`config.mk`:
```
export PLATFORM = sky130hd
export DESIGN_NAME = nonce_collector
export DESIGN_NICKNAME = d
export VERILOG_FILES = /design/src/rtl/nonce_collector.sv
export SDC_FILE = /design/constraint.sdc
export NUM_CORES = 2
export LEC_CHECK = 0
export CAP_MARGIN = 20
export CORE_MARGIN = 2
export CORE_UTILIZATION = 40
export DETAILED_ROUTE_END_ITERATION = 8
export SYNTH_ARGS = -nofsm -noshare
export SYNTH_HDL_FRONTEND = slang
export SYNTH_SLANG_ARGS = --single-unit
```
`constraint.sdc`:
```
create_clock -name clk -period 48.5 [get_ports clk]
set_input_delay 9.7 -clock clk [delete_from_list [all_inputs] [get_ports clk]]
set_output_delay 9.7 -clock clk [all_outputs]
set_load 0.05 [all_outputs]
```
`src/rtl/nonce_collector.sv`:
```
// nonce_collector: gathers winning nonces from NCORE PoW cores into one stream.
// Each core owns a 1-deep holding register. A round-robin arbiter moves one held
// result per cycle into a first-word-fall-through FIFO, which drains over valid/ready.
module nonce_collector #(
  parameter  int NCORE = 2,
  parameter  int DEPTH = 8,
  parameter  int NW    = 64,
  localparam int CW    = (NCORE > 1) ? $clog2(NCORE) : 1,
  localparam int AW    = $clog2(DEPTH)
) (
  input  logic                clk,
  input  logic                rst,
  input  logic                flush,
  input  logic [NCORE-1:0]    core_valid,
  input  logic [NCORE*NW-1:0] core_nonce,
  output logic                out_valid,
  input  logic                out_ready,
  output logic [NW-1:0]       out_nonce,
  output logic [CW-1:0]       out_core,
  output logic [AW:0]         fifo_count,
  output logic [NCORE-1:0]    overflow,
  output logic [15:0]         drop_count,
  input  logic                clear_stats
);

  localparam logic [AW:0] LP_FULL = (AW+1)'(DEPTH);

  logic [NCORE-1:0]          r_pend;
  logic [NCORE-1:0][NW-1:0]  r_hold;
  logic [CW-1:0]             r_ptr;
  logic [DEPTH-1:0][NW-1:0]  r_mem_n;
  logic [DEPTH-1:0][CW-1:0]  r_mem_c;
  logic [AW-1:0]             r_wp, r_rp;
  logic [AW:0]               r_cnt;
  logic [NCORE-1:0]          r_ovf;
  logic [15:0]               r_drop;

  logic                      w_gv;
  logic [CW-1:0]             w_gidx;
  logic [CW-1:0]             w_ptr_nxt;
  logic [NW-1:0]             w_gnonce;
  logic [NCORE-1:0]          w_gnt, w_load, w_drop;
  logic                      w_pop;
  logic [16:0]               w_dsum;
  int                        w_idx;

  // Round-robin pick: first pending core scanning from r_ptr, only when the
  // registered count shows room (a same-cycle pop does not open a slot).
  always_comb begin
    w_gv     = 1'b0;
    w_gidx   = '0;
    w_gnonce = '0;
    w_idx    = 0;
    if (!flush && (r_cnt < LP_FULL)) begin
      for (int k = 0; k < NCORE; k++) begin
        w_idx = int'(r_ptr) + k;
        if (w_idx >= NCORE) w_idx = w_idx - NCORE;
        for (int j = 0; j < NCORE; j++) begin
          if (!w_gv && (j == w_idx) && r_pend[j]) begin
            w_gv     = 1'b1;
            w_gidx   = CW'(j);
            w_gnonce = r_hold[j];
          end
        end
      end
    end
  end

  // Pointer advances to the core after the winner, wrapping mod NCORE.
  always_comb begin
    w_ptr_nxt = w_gidx + CW'(1);
    if (int'(w_gidx) == NCORE - 1) w_ptr_nxt = '0;
  end

  // Per-core load/drop decisions; a core granted this cycle can accept a new nonce.
  always_comb begin
    w_gnt  = '0;
    w_load = '0;
    w_drop = '0;
    for (int i = 0; i < NCORE; i++) begin
      w_gnt[i]  = w_gv && (int'(w_gidx) == i);
      w_load[i] = core_valid[i] && !flush && (!r_pend[i] || w_gnt[i]);
      w_drop[i] = core_valid[i] && !flush && r_pend[i] && !w_gnt[i];
    end
  end

  // Saturating drop counter next value; several cores may drop in one cycle.
  always_comb begin
    w_dsum = {1'b0, r_drop};
    for (int i = 0; i < NCORE; i++) begin
      if (w_drop[i]) w_dsum = w_dsum + 17'd1;
    end
    if (w_dsum[16]) w_dsum = 17'h0FFFF;
  end

  assign w_pop = out_valid && out_ready && !flush;

  // Holding registers: reload wins over the clear from a grant.
  always_ff @(posedge clk or posedge rst) begin
    if (rst) begin
      r_pend <= '0;
      r_hold <= '0;
    end else if (flush) begin
      r_pend <= '0;
    end else begin
      for (int i = 0; i < NCORE; i++) begin
        if (w_load[i]) begin
          r_pend[i] <= 1'b1;
          r_hold[i] <= core_nonce[i*NW +: NW];
        end else if (w_gnt[i]) begin
          r_pend[i] <= 1'b0;
        end
      end
    end
  end

  // Arbiter pointer.
  always_ff @(posedge clk or posedge rst) begin
    if (rst)       r_ptr <= '0;
    else if (flush) r_ptr <= '0;
    else if (w_gv)  r_ptr <= w_ptr_nxt;
  end

  // Output FIFO: push from the arbiter, pop on handshake.
  always_ff @(posedge clk or posedge rst) begin
    if (rst) begin
      r_mem_n <= '0;
      r_mem_c <= '0;
      r_wp    <= '0;
      r_rp    <= '0;
      r_cnt   <= '0;
    end else if (flush) begin
      r_wp  <= '0;
      r_rp  <= '0;
      r_cnt <= '0;
    end else begin
      if (w_gv) begin
        r_mem_n[r_wp] <= w_gnonce;
        r_mem_c[r_wp] <= w_gidx;
        r_wp          <= r_wp + AW'(1);
      end
      if (w_pop) r_rp <= r_rp + AW'(1);
      if (w_gv && !w_pop)      r_cnt <= r_cnt + (AW+1)'(1);
      else if (!w_gv && w_pop) r_cnt <= r_cnt - (AW+1)'(1);
    end
  end

  // Sticky drop statistics; clear_stats beats a same-cycle drop, flush leaves them alone.
  always_ff @(posedge clk or posedge rst) begin
    if (rst) begin
      r_ovf  <= '0;
      r_drop <= '0;
    end else if (clear_stats) begin
      r_ovf  <= '0;
      r_drop <= '0;
    end else begin
      r_ovf  <= r_ovf | w_drop;
      r_drop <= w_dsum[15:0];
    end
  end

  assign out_valid  = (r_cnt != '0);
  assign out_nonce  = r_mem_n[r_rp];
  assign out_core   = r_mem_c[r_rp];
  assign fifo_count = r_cnt;
  assign overflow   = r_ovf;
  assign drop_count = r_drop;

endmodule

```
# --- After elaboration in Yosys (flattened, before gate mapping) ---
# Cells that the tools add are included.
totals:
  register_bits: 679
  input_bits: 135
  output_inout_bits: 88
  wordCells: 144
op_classes:
  add_sub_neg: 10
  order_cmp: 6
  eq_ne: 2
  mux: 51
  bitwise_logic: 3
  reduce_logical: 46
op_table:
  columns: ["operator", "count"]
  rows:
  - ["$bwmux W512", 1]
  - ["$mux W64", 7]
  - ["$bmux W64 S3", 1]
  - ["$demux W64 S3", 1]
  - ["$mux W32", 4]
  - ["$eq A2 B32 Y1 const A", 2]
  - ["$logic_not A32 Y1", 2]
  - ["$mux W17", 2]
  - ["$mux W16", 2]
  - ["$logic_and A1 B1 Y1", 23]
  - ["$mux W1", 21]
  - ["$add A16 B1 Y17 const B", 1]
  - ["$add A17 B1 Y17 const B", 1]
  - ["$mux W3", 4]
  - ["$mux W4", 3]
  - ["$logic_not A1 Y1", 10]
  - ["$reduce_bool A3 Y1", 3]
  - ["$bwmux W8", 1]
  - ["$lt A3 B4 Y1 const B", 2]
  - ["$add A3 B1 Y3 const B", 2]
  - ["$reduce_and A2 Y1", 3]
  - ["$add A4 B1 Y4 const B", 1]
  - ["$lt A4 B4 Y1 const B", 1]
  - ["$mux W2", 2]
  - ["other kinds (15)", 18]

# --- Logic depth before layout (Yosys ltp) ---
logic_depth:
  word_depth: 31
  depth_mapped: 11
  ltp_nobuf: 9

# --- Worst setup path after synthesis ---
# No wires, ideal clock.
synth_path:
  kind: "register -> output"
  from: "reg r_rp[1]"
  to: "out out_core"
  arrival_ns: 2.453
  path_slack_ns: 36.347
  path_stages_with_launch: 7
  n_path_buf: 4
  path_cell_list: "dfrtp_1 clkbuf_1 clkbuf_1 clkbuf_1 buf_1 mux4_2 mux2_2"
synth_via:
  elab_chain_len: 2
synth_rtl:
  columns: ["element", "line_no", "text"]
  rows:
  - ["start: declaration", "33", "logic [AW-1:0] r_wp, r_rp;"]
  - ["start signal: assignment", "142", "if (w_pop) r_rp <= r_rp + AW'(1);"]
  - ["$bmux W1 S3", "164", "assign out_core = r_mem_c[r_rp];"]
  - ["$mux W1 (not written as such)", "164", null]
  - ["end: declaration", "19", "output logic [CW-1:0] out_core,"]
# Every way passes these cells. The select of a mux whose other input is x is not followed.

# --- Worst setup path after layout ---
layout_path:
  from: "reg r_rp[0]"
  to: "out out_nonce[38]"
layout_via:
  elab_chain_len: 2
layout_rtl:
  columns: ["element", "line_no", "text"]
  rows:
  - ["$bmux W64 S3", "163", "assign out_nonce = r_mem_n[r_rp];"]
  - ["$mux W64 (not written as such)", "163", null]
  - ["end: declaration", "18", "output logic [NW-1:0] out_nonce,"]
# Every way passes these cells. The select of a mux whose other input is x is not followed.

==> results.toml <==
[run_status]
outcome = "finished, final reports clean"

[route]
first_pass_iters = 5
drtAntennaViolNets = 0
routed_wl_um = 74000
dr.first_iter.drc_count = 1470
drc = 0
post_drt_wl_per_cell_um = 20.2
routed_via_density = 5.48
num_vias = 20100

[synth]
synth_top_area_frac = 0.579
ys_types = 60
synth_edf_count = 0
syn_area_sq_um = 29300
ys_ff_latch = 679
ys.flop_type = "dfrtp_1"
synth_top_area_cell = "dfrtp_1"
synth_fp_nets = 2655
yosys-top-cells-area = "dfrtp_1 (58%), mux4_2 (10%), mux2_2 (7.6%)"
synth-seq-area-share = 0.579
synth_top_cells_by_count = "dfrtp_1 (679), nor2_1 (286), nand2_1 (283), a21oi_1 (279), o21ai_0 (265)"
ys_warn_count = 0
synth.avg_cell_area_sq_um = 11.7
async_flop_share = 1.00
synthMostInstantiatedCell = "dfrtp_1"
syn_inst = 2514

[setup_path]
start_kind = "register"
path_buf_inv = 2
worstPathArrival_ps = 4220
critical_path.top_delay_family = "buffers and inverters"
max_stage_delay_ps = 1120
ff2ff_setup_slack_ps = 45040
reg2reg_depth = 9
endpoint_kind = "output pin"
reg2reg_to = "drop_count[9]$_DFF_PP0_"
path_class = "register to output pin"
crit_slowest_cell = "dfrtp_4"
cp.depth = 4
cp_cell_sequence = "buf_4 -> mux4_2 -> mux2_2 -> clkdlybuf4s50_1"
worstPathMaxFanout = 51
cp_data_required_time_ps = 38800
r2r-start = "drop_count[0]$_DFF_PP0_"

[floorplan]
die_w_um = 275
core_area_sq_um = 72800
dieArea_sq_um = 75500
rows = 99
die_h_um = 275
ioPinCount = 223
initial_core_util = 0.403

[place]
io_buffers = 222
gp_congestion = 0.775
hpwlAfterDp_um = 43400

[cells_and_area]
fillers = 6476
fin_nets = 2796
multi_input_comb_area_sq_um = 11600
final-seq-area_sq_um = 17000
areaGrowthSynthToFinish_pct = 19.2
drive_gt1_frac = 0.182
diodes = 0

[global_route]
grtUsageTotal = 0.201
grt_pass1_wl_um = 118000
antenna_found_initial = 1
grt_pass1_vias = 20900
grt_max_degree = 204
gr-total-overflow = 0

[timing]
rsz0062_at_grt = "false"
hold_ws_ps = 472
fin_skew_ps = 25.1
fmax_mhz = 71.9
tightest_slew_ps = 1140
slew_violations = 0
max-slew-margin-rel = 0.237
period_minus_slack_ps = 13920
setup_viol = 0
period_share = 0.287
hold_viol = 0
setup_tns_ps = 0

[power]
pwr_density_cell_nw_per_um2 = 56.2
power_leakage_nw = 14.7
power_mw = 1.96
vdd.ir_drop.worst_mv = 0.0484

[clock_tree]
cts_hold_buf = 0
clock_latency_ps = 620
clock_sinks = 679
root_buffer = "clkbuf_16"
postCtsSetupRepairBufs = 0
cts-resized-gates = 0
cts_tree = "built"
clockBufferDepth = 3
cts_made_buffers = 78
clkTransAtPathRegs_ps = 60
cts-htree-levels = 3

[min_path]
whs_path_depth = 2
hp-class = "register to register"
worstHoldStart = "r_mem_n[483]$_DFFE_PP0P_"
min_to = "r_mem_n[483]$_DFFE_PP0P_"

[flow_run]
drv_cap = 0
-- registers in the layout, summed over array words and instances (netlist names), 3 cells and up --
signal      flops
drop_count     16
r_mem_n       512
r_wp            3
r_mem_c         8
r_hold        128
fifo_count      4
r_rp            3
-- cell families (layout without fill, tap and decap cells) --
kind of cell / count (synthesis) / in the layout / synth area share
AO/OA/AOI/OAI: 637 / 637 / 0.117
AND/OR/NAND/NOR: 637 / 637 / 0.0903
adder cells (fa/ha/maj): 6 / 6 / 0.00282
multiplexers: 329 / 329 / 0.176
flip-flops: 679 / 679 / 0.579
buffers and inverters: 200 / 394 / 0.0264
XOR/XNOR: 26 / 26 / 0.00802
-- stage by stage --
step / setup slack, ps / utilization / cells / area, sq um
2_1_floorplan: 19770 / - / 2514 / 29300
3_3_place_gp: 35110 / 0.444 / 3530 / 32300
3_5_place_dp: 35040 / 0.444 / 3530 / 32300
4_1_cts: 34450 / 0.479 / 3663 / 34900
5_1_grt: 34330 / 0.480 / 3667 / 35000
6_report: 34580 / 0.480 / 3667 / 35000
-- power by group --
| group | leakage [nW] | switching (mW) | internal [mW] |
|---|---|---|---|
| registers | 8.91 | 0.0787 | 0.689 |
| logic | 4.56 | 0.347 | 0.259 |
| clock network | 1.25 | 0.230 | 0.360 |
| total | 14.7 | 0.656 | 1.31 |
-- layout by cell type (no fill, tap or decap), types with 3 or more instances in the layout --
cell / count
clkbuf_8: 10
a22oi_1: 64
buf_4: 25
xor2_1: 12
clkbuf_16: 80
nor2b_1: 7
inv_6: 3
and3_1: 3
inv_1: 8
mux2_2: 197
clkinv_2: 9
dfrtp_4: 3
and3_4: 3
and4b_1: 3
a21o_1: 6
nand3_1: 11
a31oi_1: 5
nor3_1: 4
o21ai_0: 265
mux4_2: 130
dfrtp_1: 676
or4_1: 3
nor2_1: 286
ha_1: 5
o211ai_1: 3
clkbuf_1: 20
nand2_1: 282
clkdlybuf4s50_1: 222
buf_16: 3
bufinv_16: 8
xnor2_1: 13
a21oi_1: 278
nand4_1: 6
-- worst min-delay path, cell delays in order, from the launching register on --
cell	delay (ps)
dfrtp_1	330
nand2_1	40
o21ai_0	60
-- worst max path at each step --
stage                              startpoint                  endpoint  slack, ps
after floorplan                           rst   drop_count[0]$_DFF_PP0_      19770
after global placement                  flush  r_mem_n[252]$_DFFE_PP0P_      35110
after detailed placement                flush  r_mem_n[237]$_DFFE_PP0P_      35040
after CTS                 r_rp[0]$_DFFE_PP0P_              out_nonce[6]      34450
after global routing      r_rp[0]$_DFFE_PP0P_             out_nonce[34]      34330
final                     r_rp[0]$_DFFE_PP0P_             out_nonce[38]      34580
-- area by class of cell --
type                    instances  share of cell area
flip-flops and latches        679               0.486
multi-input cells            1635               0.333
repair buffers                252              0.0724
clock buffers                 110              0.0633
well taps                     959              0.0343
clock inverters                23             0.00984
inverters                       9             0.00118
-- per-layer routing --
layer | global-route usage | part of all wire | vias to the layer above
li1 | - | - | 9163
met1 | 0.266 | 0.43 | 10400
met2 | 0.340 | 0.50 | 484
met3 | 0.0313 | 0.046 | 104
met4 | 0.0617 | 0.022 | 2
met5 | 0 | 0.00018 | -
No activity file was read; power rests on OpenSTA's default activity.
